`config.mk`:
```
export PLATFORM = sky130hd
export DESIGN_NAME = vending_txn_ctrl_flat
export DESIGN_NICKNAME = d
export VERILOG_FILES = /design/src/rtl/vm_pkg.sv /design/src/rtl/vending_txn_ctrl_if.sv /design/src/rtl/vm_credit_acc.sv /design/src/rtl/vending_txn_ctrl.sv /design/src/flat_wrapper.sv
export SDC_FILE = /design/constraint.sdc
export NUM_CORES = 1
export LEC_CHECK = 0
export ABC_CLOCK_PERIOD_IN_PS = 2600
export CAP_MARGIN = 20
export CORE_MARGIN = 4
export CORE_UTILIZATION = 50
export CTS_BUF_LIST = sky130_fd_sc_hd__clkbuf_4
export DETAILED_ROUTE_END_ITERATION = 7
export DONT_BUFFER_PORTS = 1
export GPL_TIMING_DRIVEN = 0
export PLACE_DENSITY = 0.61
export SLEW_MARGIN = 15
export SYNTH_ARGS = -nofsm -noshare
export SYNTH_HDL_FRONTEND = slang
export SYNTH_SLANG_ARGS = --single-unit
```
`constraint.sdc`:
```
create_clock -name clk -period 2.6 [get_ports clk]
set_input_delay 0.13 -clock clk [delete_from_list [all_inputs] [get_ports clk]]
set_output_delay 0.13 -clock clk [all_outputs]
set_load 0.005 [all_outputs]
```
`src/rtl/vm_pkg.sv`:
```
// Shared types for the vending transaction controller: FSM states, coin encoding,
// money width and the coin denomination lookup.
package vm_pkg;

  typedef logic [7:0] money_t;

  typedef enum logic [1:0] {
    IDLE     = 2'd0,
    COLLECT  = 2'd1,
    DISPENSE = 2'd2,
    REFUND   = 2'd3
  } vm_state_t;

  typedef enum logic [1:0] {
    COIN_5  = 2'd0,
    COIN_10 = 2'd1,
    COIN_20 = 2'd2,
    COIN_50 = 2'd3
  } coin_t;

  function automatic money_t coin_value(input coin_t c);
    money_t v;
    case (c)
      COIN_5:  v = 8'd5;
      COIN_10: v = 8'd10;
      COIN_20: v = 8'd20;
      COIN_50: v = 8'd50;
      default: v = 8'd0;
    endcase
    return v;
  endfunction

endpackage

```
`src/rtl/vending_txn_ctrl_if.sv`:
```
// Coin/purchase request bus into the transaction controller and the dispense/refund
// signals it drives toward output_handler. slave = controller side, master = requester side.
interface vending_txn_ctrl_if;
  import vm_pkg::*;

  logic       coin_valid;
  logic [1:0] coin_type;
  logic       buy_valid;
  logic [1:0] buy_sel;
  logic       cancel;

  logic       end_trans;
  money_t     sum_money;
  money_t     price;
  logic [1:0] item_select;
  logic       refund_valid;
  money_t     refund_amount;
  logic       coin_reject;
  logic       insufficient;
  logic       busy;

  modport master (
    output coin_valid, coin_type, buy_valid, buy_sel, cancel,
    input  end_trans, sum_money, price, item_select, refund_valid,
           refund_amount, coin_reject, insufficient, busy
  );

  modport slave (
    input  coin_valid, coin_type, buy_valid, buy_sel, cancel,
    output end_trans, sum_money, price, item_select, refund_valid,
           refund_amount, coin_reject, insufficient, busy
  );

endinterface

```
`src/rtl/vm_credit_acc.sv`:
```
// Credit register: adds accepted coins, refuses coins that would pass 255 or arrive
// while the controller cannot take them, and pulses coin_reject the following cycle.
module vm_credit_acc
  import vm_pkg::*;
(
  input  logic       clk,
  input  logic       rst_n,
  input  logic       coin_valid_i,
  input  logic [1:0] coin_type_i,
  input  logic       coin_allow_i,
  input  logic       clear_i,
  output money_t     sum_money_o,
  output logic       coin_accept_o,
  output logic       coin_reject_o
);

  money_t     sum_q, sum_d;
  logic       reject_q, reject_d;
  logic       accept;
  logic [8:0] sum_wide;

  // The ninth bit of the widened sum flags a coin that would overflow the credit.
  assign sum_wide = {1'b0, sum_q} + {1'b0, coin_value(coin_t'(coin_type_i))};
  assign accept   = coin_valid_i && coin_allow_i && !sum_wide[8];
  assign reject_d = coin_valid_i && !accept;

  always_comb begin
    sum_d = sum_q;
    if (clear_i) begin
      sum_d = '0;
    end else if (accept) begin
      sum_d = sum_wide[7:0];
    end
  end

  always_ff @(posedge clk or negedge rst_n) begin
    if (!rst_n) begin
      sum_q    <= '0;
      reject_q <= 1'b0;
    end else begin
      sum_q    <= sum_d;
      reject_q <= reject_d;
    end
  end

  assign sum_money_o   = sum_q;
  assign coin_accept_o = accept;
  assign coin_reject_o = reject_q;

endmodule

```
`src/rtl/vending_txn_ctrl.sv`:
```
// Vending transaction sequencer: collects credit, arbitrates buy/cancel, holds the dispense
// strobe for DISP_HOLD cycles. Optional idle auto-refund is enabled by defining VM_TIMEOUT_EN.
module vending_txn_ctrl
  import vm_pkg::*;
#(
  parameter money_t PRICE_0   = 8'd15,
  parameter money_t PRICE_1   = 8'd20,
  parameter money_t PRICE_2   = 8'd25,
  parameter money_t PRICE_3   = 8'd40,
  parameter int     DISP_HOLD = 2
`ifdef VM_TIMEOUT_EN
  ,
  parameter int     TIMEOUT_CYCLES = 1000
`endif
) (
  input logic               clk,
  input logic               rst_n,
  vending_txn_ctrl_if.slave bus
);

  localparam int HOLD_W = $clog2(DISP_HOLD + 1);

  vm_state_t         state_q;
  logic              end_trans_q;
  money_t            price_q;
  logic [1:0]        item_q;
  logic              refund_valid_q;
  money_t            refund_amount_q;
  logic              insufficient_q;
  logic              busy_q;
  logic [HOLD_W-1:0] hold_q;

  money_t sum_money;
  money_t sel_price;
  logic   coin_accept;
  logic   coin_allow;
  logic   credit_clear;
  logic   refund_req;
  logic   hold_last;
  logic   buy_ok;

  function automatic money_t price_of(input logic [1:0] sel);
    money_t p;
    case (sel)
      2'd0:    p = PRICE_0;
      2'd1:    p = PRICE_1;
      2'd2:    p = PRICE_2;
      default: p = PRICE_3;
    endcase
    return p;
  endfunction

  assign sel_price    = price_of(bus.buy_sel);
  assign buy_ok       = (sum_money >= sel_price);
  assign hold_last    = (hold_q == HOLD_W'(DISP_HOLD));
  // A cancel in COLLECT wins over a same-cycle coin, so that coin goes back uncredited.
  assign coin_allow   = (state_q == IDLE) || ((state_q == COLLECT) && !refund_req);
  assign credit_clear = ((state_q == DISPENSE) && hold_last) || (state_q == REFUND);

`ifdef VM_TIMEOUT_EN
  logic [15:0] idle_q;
  logic        activity;
  logic        timeout_hit;

  assign activity    = bus.coin_valid || bus.buy_valid || bus.cancel;
  assign timeout_hit = (state_q == COLLECT) && !activity
                       && (idle_q == 16'(TIMEOUT_CYCLES - 1));
  assign refund_req  = bus.cancel || timeout_hit;

  always_ff @(posedge clk or negedge rst_n) begin
    if (!rst_n) begin
      idle_q <= '0;
    end else if ((state_q != COLLECT) || activity) begin
      idle_q <= '0;
    end else begin
      idle_q <= idle_q + 16'd1;
    end
  end
`else
  assign refund_req = bus.cancel;
`endif

  vm_credit_acc u_credit (
    .clk           (clk),
    .rst_n         (rst_n),
    .coin_valid_i  (bus.coin_valid),
    .coin_type_i   (bus.coin_type),
    .coin_allow_i  (coin_allow),
    .clear_i       (credit_clear),
    .sum_money_o   (sum_money),
    .coin_accept_o (coin_accept),
    .coin_reject_o (bus.coin_reject)
  );

  // Buy decisions use the credit registered before this cycle's coin lands.
  always_ff @(posedge clk or negedge rst_n) begin
    if (!rst_n) begin
      state_q         <= IDLE;
      end_trans_q     <= 1'b0;
      price_q         <= '0;
      item_q          <= '0;
      refund_valid_q  <= 1'b0;
      refund_amount_q <= '0;
      insufficient_q  <= 1'b0;
      busy_q          <= 1'b0;
      hold_q          <= '0;
    end else begin
      insufficient_q <= 1'b0;
      case (state_q)
        IDLE: begin
          if (bus.buy_valid) begin
            insufficient_q <= 1'b1;
          end
          if (coin_accept) begin
            state_q <= COLLECT;
          end
        end
        COLLECT: begin
          if (refund_req) begin
            state_q         <= REFUND;
            refund_valid_q  <= 1'b1;
            refund_amount_q <= sum_money;
            busy_q          <= 1'b1;
          end else if (bus.buy_valid) begin
            if (buy_ok) begin
              state_q     <= DISPENSE;
              end_trans_q <= 1'b1;
              price_q     <= sel_price;
              item_q      <= bus.buy_sel;
              busy_q      <= 1'b1;
              hold_q      <= HOLD_W'(1);
            end else begin
              insufficient_q <= 1'b1;
            end
          end
        end
        DISPENSE: begin
          if (hold_last) begin
            state_q     <= IDLE;
            end_trans_q <= 1'b0;
            price_q     <= '0;
            item_q      <= '0;
            busy_q      <= 1'b0;
            hold_q      <= '0;
          end else begin
            hold_q <= hold_q + 1'b1;
          end
        end
        REFUND: begin
          state_q         <= IDLE;
          refund_valid_q  <= 1'b0;
          refund_amount_q <= '0;
          busy_q          <= 1'b0;
        end
        default: state_q <= IDLE;
      endcase
    end
  end

  assign bus.end_trans     = end_trans_q;
  assign bus.sum_money     = sum_money;
  assign bus.price         = price_q;
  assign bus.item_select   = item_q;
  assign bus.refund_valid  = refund_valid_q;
  assign bus.refund_amount = refund_amount_q;
  assign bus.insufficient  = insufficient_q;
  assign bus.busy          = busy_q;

endmodule
```
`src/flat_wrapper.sv`:
```
// flat-port wrapper written by rule: the top's interface ports become plain ports
module vending_txn_ctrl_flat import vm_pkg::*;
#(
  parameter money_t PRICE_0   = 8'd15,
  parameter money_t PRICE_1   = 8'd20,
  parameter money_t PRICE_2   = 8'd25,
  parameter money_t PRICE_3   = 8'd40,
  parameter int     DISP_HOLD = 2

)
  (clk, rst_n, bus_coin_valid, bus_coin_type, bus_buy_valid, bus_buy_sel, bus_cancel, bus_end_trans, bus_sum_money, bus_price, bus_item_select, bus_refund_valid, bus_refund_amount, bus_coin_reject, bus_insufficient, bus_busy);
  vending_txn_ctrl_if bus_i ();
  input logic clk;
  input logic rst_n;
  input wire logic [$bits(bus_i.coin_valid)-1:0] bus_coin_valid;
  input wire logic [$bits(bus_i.coin_type)-1:0] bus_coin_type;
  input wire logic [$bits(bus_i.buy_valid)-1:0] bus_buy_valid;
  input wire logic [$bits(bus_i.buy_sel)-1:0] bus_buy_sel;
  input wire logic [$bits(bus_i.cancel)-1:0] bus_cancel;
  output wire logic [$bits(bus_i.end_trans)-1:0] bus_end_trans;
  output wire logic [$bits(bus_i.sum_money)-1:0] bus_sum_money;
  output wire logic [$bits(bus_i.price)-1:0] bus_price;
  output wire logic [$bits(bus_i.item_select)-1:0] bus_item_select;
  output wire logic [$bits(bus_i.refund_valid)-1:0] bus_refund_valid;
  output wire logic [$bits(bus_i.refund_amount)-1:0] bus_refund_amount;
  output wire logic [$bits(bus_i.coin_reject)-1:0] bus_coin_reject;
  output wire logic [$bits(bus_i.insufficient)-1:0] bus_insufficient;
  output wire logic [$bits(bus_i.busy)-1:0] bus_busy;
  assign bus_i.coin_valid = bus_coin_valid;
  assign bus_i.coin_type = bus_coin_type;
  assign bus_i.buy_valid = bus_buy_valid;
  assign bus_i.buy_sel = bus_buy_sel;
  assign bus_i.cancel = bus_cancel;
  assign bus_end_trans = bus_i.end_trans;
  assign bus_sum_money = bus_i.sum_money;
  assign bus_price = bus_i.price;
  assign bus_item_select = bus_i.item_select;
  assign bus_refund_valid = bus_i.refund_valid;
  assign bus_refund_amount = bus_i.refund_amount;
  assign bus_coin_reject = bus_i.coin_reject;
  assign bus_insufficient = bus_i.insufficient;
  assign bus_busy = bus_i.busy;
  vending_txn_ctrl #(.PRICE_0(PRICE_0), .PRICE_1(PRICE_1), .PRICE_2(PRICE_2), .PRICE_3(PRICE_3), .DISP_HOLD(DISP_HOLD)) u_core (.clk(clk), .rst_n(rst_n), .bus(bus_i));
endmodule
```
==> flow_summary_export.csv, run 1 <==
group,metric,value,unit
status,status,"finished, final reports clean",
worst_setup_path,timing.rr.end,"u_core.u_credit.sum_money_o[2]",
yosys,synthTopCellsByArea,"dfrtp_1 43%, ha_1 11%, a22o_1 3.6%",
layout,multi_input_area,1030,um^2
timing,hold_viol,0,
run,drv_cap,0,
worst_hold_path,whs_path_depth,2,
detailed_routing,vias,1441,
worst_setup_path,start_kind,"register",
layout,fin_nets,231,
clock_network,clockBufferDepth,2,
power,ir_drop,0.454,mV
floorplan,num_rows,22,
timing,finalCritPeriodShare,91.4,%
yosys,synthMostInstantiatedCell,"dfrtp_1",
worst_hold_path,hp-class,"in2reg",
layout,regArea,826,um^2
global_route,antenna_found_initial,0,
worst_setup_path,worst-endpoint-required,2860,ps
clock_network,cts_sinks,33,
yosys,synth_seq_cells,33,
worst_setup_path,critPathArrivalTime,2640,ps
timing,fin_crit,2380,ps
global_route,grt_pass1_vias,1496,
clock_network,post-cts-setup-buffer-count,0,
worst_setup_path,end_kind,"register",
yosys,ys_types,40,
power,p_leak,1.05,nW
detailed_routing,route.detailed.drc,0,
layout,fill_cells,346,
yosys,syn_inst,188,
power,power.density,1070,nW/um^2
global_route,grt_usage,17.7,%
worst_setup_path,r2r_start,"u_core.u_credit.sum_money_o[0]",
detailed_routing,via_per_inst,5.70,
global_route,grt_max_degree,34,
layout,fin_cells,253,
worst_setup_path,cp_max_fo,8,
worst_setup_path,r2r_cells,8,
clock_network,clk-insertion-delay-late,340,ps
floorplan,fp.dieH,70.3,um
detailed_routing,wire_per_inst,15.9,um
detailed_routing,drt-pass1-iter-count,4,
detailed_routing,drt_iter0_drc,51,
power,total_power,0.00229,W
worst_hold_path,min_to,"u_core.state_q[0]",
timing,tightest_slew,648,ps
clock_network,cts_tree,"done",
floorplan,core_area,3720,um^2
yosys,syn_area_per_cell,10.3,um^2
yosys,synth_edf_count,0,
detailed_routing,wl,4040,um
timing,skew,17.7,ps
yosys,async_flop_share,100,%
timing,maxSlewHeadroom,56.5,%
placement,place_congestion,0.839,
timing,fmax,0.421,GHz
clock_network,cts_resized,0,
worst_setup_path,ff2ff_setup_slack,220,ps
floorplan,start_util,52.2,%
clock_network,cts-root-buf,"clkbuf_4",
timing,setup_viol,0,
placement,place.detailed.hpwl,3010,um
yosys,netlist_area,1940,um^2
yosys,synth_top_cell_area_share,42.6,%
clock_network,path_clk_slew,100,ps
clock_network,htreeDepth,2,
floorplan,die_w,70.3,um
yosys,yosysWarnings,0,
layout,drive_above_1_share,11.2,%
detailed_routing,ant_nets,0,
worst_setup_path,criticalPathCategory,"reg2reg",
layout,n_antenna_cell,0,
clock_network,numCtsBuffers,5,
placement,io_buffers,0,
floorplan,ios,40,
yosys,yosys-top-cells-count,"33 x dfrtp_1, 17 x ha_1, 13 x nand2_1, 13 x nor2_1, 12 x inv_1",
timing,slew_violations,0,
layout,syn2layout_area_growth,10.8,%
floorplan,dieArea,4940,um^2
yosys,ys_seq_area_share,42.6,%
timing,rsz0062_at_grt,"no",
yosys,ys.flop_type,"dfrtp_1",
timing,setup_tns,0,ps
global_route,grt_first_pass_wirelength,7070,um
global_route,globalRouteOverflowTotal,0,
placement,dp.cells,237,
yosys,yosysTopAreaCell,"dfrtp_1",
worst_hold_path,min-delay-start,"bus_cancel",
## kinds of logic (layout without fill, tap and decap cells)
logic type | count (synthesis) | in the layout | share of synthesized area [%]
and+or+nand+nor | 48 | 48 | 13.1
AOI/OAI and AO/OA | 58 | 58 | 23.0
other | 1 | 2 | 0.193
adders and majority gates | 18 | 18 | 12.0
buffers and inverters | 21 | 37 | 4.71
xor gates and xnor gates | 2 | 2 | 0.903
DFF | 33 | 33 | 42.6
muxes | 7 | 7 | 3.61
## what timing repair did
item,in CTS,in global routing
hold buffers,8,0
endpoints found under the hold margin,39,0
endpoints found under the setup margin,0,0
## how the worst max path moves through the flow
stage                                               from                        endpoint  slack (ps)  depth (start not counted)
after global placement    u_core.u_credit.sum_money_o[0]  u_core.u_credit.sum_money_o[5]         290                          8
after global routing      u_core.u_credit.sum_money_o[0]  u_core.u_credit.sum_money_o[2]           9                          8
final                     u_core.u_credit.sum_money_o[0]  u_core.u_credit.sum_money_o[2]         220                          8
after CTS                 u_core.u_credit.sum_money_o[0]  u_core.u_credit.sum_money_o[3]         230                          8
after floorplan           u_core.u_credit.sum_money_o[0]  u_core.u_credit.sum_money_o[0]         580                          8
after detailed placement  u_core.u_credit.sum_money_o[0]  u_core.u_credit.sum_money_o[3]         240                          8
## state kept, by name (all words and copies together) (netlist names)
signal                         count
u_core.bus.item_select             2
u_core.bus.insufficient            1
u_core.bus.price                   6
u_core.hold_q                      2
u_core.bus.end_trans               1
u_core.state_q                     2
u_core.bus.refund_amount           8
u_core.bus.refund_valid            1
u_core.bus.busy                    1
u_core.u_credit.coin_reject_o      1
u_core.u_credit.sum_money_o        8
## area by class of cell
cell class	count	share of cell area [%]
multi-input cells	135	47.8
flip-flops and latches	33	38.4
repair buffers	8	4.19
well taps	48	2.79
inverters	14	2.44
clock buffers	6	2.10
plain buffers	7	1.80
clock inverters	2	0.466
## layout by cell type (no fill, tap or decap), drive strengths merged
cell,count
nor3,4
nand2,13
a211o,3
o2bb2ai,8
nand2b,4
inv,14
a41oi,1
mux2i,7
clkinv,2
o31a,1
dlygate4sd3,7
nor2,14
xnor2,1
a21o,5
dfrtp,33
and2,4
a22o,8
a211oi,1
o21a,1
xor2,1
conb,2
clkbuf,9
ha,17
a22oi,9
fa,1
nor2b,4
nand3,1
o211ai,2
nor3b,2
a21oi,9
nor4b,1
buf,5
and4,1
o21ai,10
## report_power, final
| group | switching [W] | leakage (nW) | internal [W] |
|---|---|---|---|
| Clock | 0.000172 | 0.0354 | 0.000113 |
| Combinational | 0.000531 | 0.597 | 0.000475 |
| Sequential | 0.000268 | 0.422 | 0.000732 |
| Total | 0.000972 | 1.05 | 0.00132 |
## worst max-delay path, cell delays in order, from the launching register on
cell,delay [ps]
dfrtp_1,450
ha_1,230
inv_1,60
fa_1,390
nand2b_1,180
a21oi_1,210
nor2_1,100
o21ai_2,440
mux2i_1,250
## layer usage
layer  up-vias  part of all wire, %  GRT usage [%]
met5         -                    0              0
met4         0                  1.7           5.32
met3         9                  8.3           7.34
met2        45                   46           27.7
met1       684                   44           22.3
li1        703                    -              -
## through the flow
stage	setup WS, ps	hold slack, ps	cell area [um^2]	util (%)
after global placement	287	-165	2000	53.9
after CTS	228	60.0	2150	57.8
after detailed placement	239	-165	2000	53.9
final	223	73.8	2150	57.8
after global routing	9.25	61.4	2150	57.8
after floorplan	576	-166	1940	-
Note: power is estimated with default switching activity, not from simulation.
==> run 2: changes to the inputs <==
GPL_TIMING_DRIVEN = not set   (was 0)
==> flow_summary_export.csv, run 2 (synthesis gave the netlist of run 1 again) <==
group,metric,value,unit
status,status,"finished, final reports clean",
worst_setup_path,criticalPathCategory,"reg2reg",
power,switching_share,43.3,%
clock_network,cts_tree,"done",
detailed_routing,via_per_inst,5.92,
worst_setup_path,crit_chain,"ha_1 > inv_1 > fa_1 > nand2b_1 > a21oi_1 > nor2_1 > o21ai_2 > mux2i_1",
timing,maxSlewHeadroom,49.0,%
placement,io_buffers,0,
global_route,antenna_found_initial,0,
floorplan,ios,40,
clock_network,cts_sinks,33,
detailed_routing,vias,1450,
worst_setup_path,cpLargestDelayFamily,"compound AO/OA/AOI/OAI gates",
global_route,globalRouteOverflowTotal,0,
clock_network,path_clk_slew,100,ps
layout,syn2layout_area_growth,8.25,%
run,drv_cap,0,
timing,setup_tns,0,ps
floorplan,num_rows,22,
timing,hold_viol,0,
timing,finalCritPeriodShare,91.7,%
layout,layout_commonest_cell,"dfrtp_1",
timing,skew,12.3,ps
layout,final_cell_mix,"33 x dfrtp_1, 17 x ha_1, 13 x nor2_1, 13 x nand2_1, 12 x inv_1",
power,p_switching,0.000984,W
timing,tightest_slew,759,ps
layout,drive_above_1_share,9.64,%
placement,place.detailed.hpwl,3120,um
clock_network,htreeDepth,2,
layout,fin_nets,223,
power,total_power,0.00227,W
floorplan,dieArea,4940,um^2
global_route,grt_first_pass_wirelength,7320,um
clock_network,clk-insertion-delay-late,330,ps
global_route,grt_pass1_vias,1488,
power,p_leak,1.03,nW
timing,rsz0062_at_grt,"no",
detailed_routing,route.detailed.drc,0,
timing,setup_viol,0,
detailed_routing,wire_per_inst,17.4,um
timing,whs,78.8,ps
worst_setup_path,start_kind,"register",
layout,n_antenna_cell,0,
power,internal-power,0.00129,W
clock_network,numCtsBuffers,5,
worst_setup_path,critPathMaxStageDelay,450,ps
timing,fmax,0.420,GHz
detailed_routing,drt_iter0_drc,109,
detailed_routing,ant_nets,0,
timing,fin_crit,2380,ps
worst_setup_path,critPathBufInv,1,
worst_setup_path,cp_max_fo,8,
floorplan,die_w,70.3,um
detailed_routing,wl,4270,um
clock_network,cts-root-buf,"clkbuf_4",
worst_hold_path,hp-class,"in2reg",
power,pwr-share-clk,12.6,%
worst_setup_path,cpMaxStageDelayCell,"o21ai_2",
floorplan,core_area,3720,um^2
global_route,grt_max_degree,34,
floorplan,fp.dieH,70.3,um
worst_setup_path,critPathArrivalTime,2630,ps
placement,place_congestion,0.779,
detailed_routing,drt-pass1-iter-count,4,
timing,slew_violations,0,
worst_setup_path,end_kind,"register",
clock_network,clockBufferDepth,2,
power,pwr-share-seq,45.1,%
power,power.density,1080,nW/um^2
global_route,grt_usage,18.6,%
power,ir_drop,0.476,mV
worst_setup_path,worst-endpoint-required,2850,ps
power,p_comb_share,42.2,%
floorplan,start_util,52.2,%
==> run 2: cell types whose count changed in the layout (fill, tap and decap cells not counted) <==
| cell | previous run | this run |
|---|---|---|
| buf_2 | 1 | 0 |
| buf_4 | 3 | 0 |
| clkbuf_1 | 3 | 0 |
| dlygate4sd3_1 | 7 | 6 |
==> run 2: area by class of cell <==
class | instances | area (um^2)
inverter | 14 | 52.6
fill | 347 | 1620
clock buffer | 6 | 45.0
tap | 48 | 60.1
clock inverter | 2 | 10.0
timing repair buffer | 7 | 80.1
sequential | 33 | 826
multi-input combinational | 135 | 1030
==> run 2: timing repair <==
| action | 4_1_cts | 5_1_grt |
|---|---|---|
| hold buffers | 7 | 0 |
| endpoints found under the hold margin | 39 | 0 |
| buffers inserted | 0 | 0 |
| resized for setup | 0 | 0 |
==> run 2: power groups by stage <==
stage	clock [W]	combinational, W	sequential, W
floorplan	0	0.000821	0.000930
global placement	0	0.000888	0.00103
detailed placement	0	0.000940	0.00104
CTS	0.000297	0.000967	0.00103
global route	0.000328	0.00109	0.00107
finish	0.000287	0.000958	0.00102
==> run 2: path summary, 6_finish.rpt <==
check	startpoint	end	slack, ps	depth (start not counted)
max in group asynchronous	rst_n	u_core.bus.busy	2180	2
setup reg to reg	u_core.u_credit.sum_money_o[0]	u_core.u_credit.sum_money_o[2]	220	8
setup / recovery	u_core.u_credit.sum_money_o[0]	u_core.u_credit.sum_money_o[2]	220	8
hold reg to reg	u_core.bus.end_trans	u_core.bus.end_trans	520	1
min in group asynchronous	rst_n	u_core.bus.refund_amount[2]	240	2
hold / removal	bus_cancel	u_core.state_q[0]	80	2
==> run 2: through the flow <==
step | setup slack, ps | area (um^2) | utilization [%] | std cells
2_1_floorplan | 576 | 1940 | - | 189
3_3_place_gp | 369 | 1970 | 52.9 | 230
3_5_place_dp | 246 | 1970 | 52.9 | 230
4_1_cts | 212 | 2100 | 56.5 | 245
5_1_grt | 39.2 | 2100 | 56.5 | 245
6_report | 217 | 2100 | 56.5 | 245
==> run 2: per-layer routing <==
metal / vias to the layer above / global-route usage, % / part of all wire (%)
li1: 690 / - / -
met3: 2 / 7.77 / 7.9
met5: - / 0 / 0
met4: 0 / 3.83 / 0.30
met1: 714 / 23.6 / 45
met2: 44 / 29.6 / 47
==> run 3: changes to the inputs <==
CELL_PAD_IN_SITES_DETAIL_PLACEMENT = 2   (was not set)
CELL_PAD_IN_SITES_GLOBAL_PLACEMENT = 2   (was not set)
CORE_UTILIZATION = 41   (was 50)
PLACE_DENSITY = 0.77   (was 0.61)
==> flow_summary_export.csv, run 3 (synthesis gave the netlist of run 1 again) <==
group,metric,value,unit
status,status,"finished, final reports clean",
detailed_routing,drt-pass1-iter-count,4,
floorplan,start_util,43.4,%
layout,n_antenna_cell,0,
worst_setup_path,r2r_cells,8,
worst_setup_path,ff2ff_setup_slack,230,ps
floorplan,num_rows,24,
global_route,grt_max_degree,34,
worst_hold_path,hp-class,"in2reg",
global_route,grt_pass1_vias,1675,
global_route,grt_first_pass_wirelength,8660,um
detailed_routing,route.detailed.drc,0,
layout,design_area,2100,um^2
power,power.density,1090,nW/um^2
layout,syn2layout_area_growth,8.19,%
floorplan,fp.dieH,76.8,um
worst_setup_path,timing.rr.end,"u_core.u_credit.sum_money_o[4]",
detailed_routing,wire_per_inst,20.0,um
clock_network,path_clk_slew,100,ps
worst_setup_path,critPathBufInv,1,
layout,final_cell_mix,"33 x dfrtp_1, 17 x ha_1, 13 x nor2_1, 13 x nand2_1, 12 x inv_1",
clock_network,htreeDepth,2,
floorplan,ios,40,
layout,drive_above_1_share,8.67,%
power,ir_drop,0.342,mV
timing,rsz0062_at_grt,"no",
worst_setup_path,cp_max_fo,8,
placement,place.detailed.hpwl,3680,um
timing,tightest_slew,752,ps
clock_network,numCtsBuffers,5,
clock_network,cts-root-buf,"clkbuf_4",
floorplan,die_w,76.8,um
detailed_routing,via_per_inst,5.91,
timing,whs,99.5,ps
timing,fin_crit,2370,ps
worst_setup_path,criticalPathCategory,"reg2reg",
layout,fin_nets,223,
worst_hold_path,whs_path_depth,2,
timing,hold_viol,0,
worst_setup_path,critPathArrivalTime,2630,ps
worst_setup_path,critPathMaxStageDelay,440,ps
worst_setup_path,start_kind,"register",
timing,setup_tns,0,ps
clock_network,clk-insertion-delay-late,330,ps
floorplan,core_area,4470,um^2
clock_network,clockBufferDepth,2,
power,p_leak,1.02,nW
detailed_routing,wl,4960,um
global_route,grt_usage,18.4,%
detailed_routing,ant_nets,0,
worst_setup_path,end_kind,"register",
placement,place_area,1970,um^2
worst_setup_path,worst-endpoint-required,2860,ps
worst_setup_path,cpLargestDelayFamily,"adder cells",
run,drv_cap,0,
global_route,antenna_found_initial,0,
layout,fill_cells,484,
layout,layout_commonest_cell,"dfrtp_1",
timing,finalCritPeriodShare,91.1,%
worst_setup_path,r2r_start,"u_core.u_credit.sum_money_o[0]",
worst_setup_path,cpMaxStageDelayCell,"dfrtp_1",
placement,io_buffers,0,
timing,fmax,0.422,GHz
worst_hold_path,min_to,"u_core.state_q[0]",
placement,place_congestion,0.809,
global_route,globalRouteOverflowTotal,0,
worst_setup_path,crit_chain,"ha_1 > inv_1 > fa_1 > nand2b_1 > a21oi_1 > nor2_1 > o21ai_2 > mux2i_1",
clock_network,cts_tree,"done",
floorplan,dieArea,5900,um^2
timing,slew_violations,0,
timing,skew,8.11,ps
timing,setup_viol,0,
worst_hold_path,min-delay-start,"bus_cancel",
timing,maxSlewHeadroom,49.6,%
detailed_routing,drt_iter0_drc,28,
clock_network,cts_sinks,33,
detailed_routing,vias,1465,
[run 3: changes by cell type in the layout (fill, tap and decap cells not counted), sizes merged]
cell / before / now
clkinv: 2 / 1
[run 3: routing by layer]
layer	up-vias	GRT usage [%]	part of all wire (%)
li1	685	-	-
met4	0	6.52	1.2
met5	-	0	0
met3	5	3.98	3.7
met2	30	32.5	52
met1	745	22.0	43
[run 3: area by class of cell]
| type | instances | area (um^2) | share of cell area, % |
|---|---|---|---|
| clock buffer | 6 | 45.0 | 2.15 |
| inverter | 14 | 52.6 | 2.50 |
| tap | 52 | 65.1 | 3.10 |
| multi-input combinational | 135 | 1030 | 48.9 |
| timing repair buffer | 7 | 80.1 | 3.81 |
| sequential | 33 | 826 | 39.3 |
| clock inverter | 1 | 3.75 | 0.179 |
[run 3: report_power, final]
part           leakage [nW]  switching (W)  internal (W)  total [W]
combinational         0.570       0.000547      0.000445   0.000991
clock                0.0292       0.000169      0.000109   0.000277
sequential            0.422       0.000298      0.000732    0.00103
total                  1.02        0.00101       0.00129    0.00230
[run 3: repair_timing]
item                      4_1_cts  5_1_grt
hold buffers                    7        0
buffers inserted                0        0
resized for setup               0        0
hold endpoints to repair       39        0
[run 3: through the flow]
stage	setup WS, ps	utilization (%)	total power, W	std cells
after floorplan	576	-	0.00175	189
after global placement	383	44.0	0.00194	234
after detailed placement	219	44.0	0.00202	234
after CTS	208	46.9	0.00233	248
after global routing	25.8	46.9	0.00253	248
final	232	46.9	0.00230	248
[run 3: how the worst max path moves through the flow]
| stage | start | endpoint | slack (ps) | cells after the start |
|---|---|---|---|---|
| floorplan | u_core.u_credit.sum_money_o[0] | u_core.u_credit.sum_money_o[0] | 580 | 8 |
| global placement | u_core.u_credit.sum_money_o[0] | u_core.u_credit.sum_money_o[0] | 380 | 8 |
| detailed placement | u_core.u_credit.sum_money_o[0] | u_core.u_credit.sum_money_o[0] | 220 | 8 |
| CTS | u_core.u_credit.sum_money_o[0] | u_core.u_credit.sum_money_o[0] | 210 | 8 |
| global route | u_core.u_credit.sum_money_o[0] | u_core.u_credit.sum_money_o[1] | 30 | 8 |
| finish | u_core.u_credit.sum_money_o[0] | u_core.u_credit.sum_money_o[4] | 230 | 8 |
[run 3: worst reg2reg max path: stages (launching register included)]
cell and delay [ps]:
dfrtp_1 440, ha_1 240, inv_1 70, fa_1 400, nand2b_1 190, a21oi_1 190
nor2_1 100, o21ai_2 400, mux2i_1 270
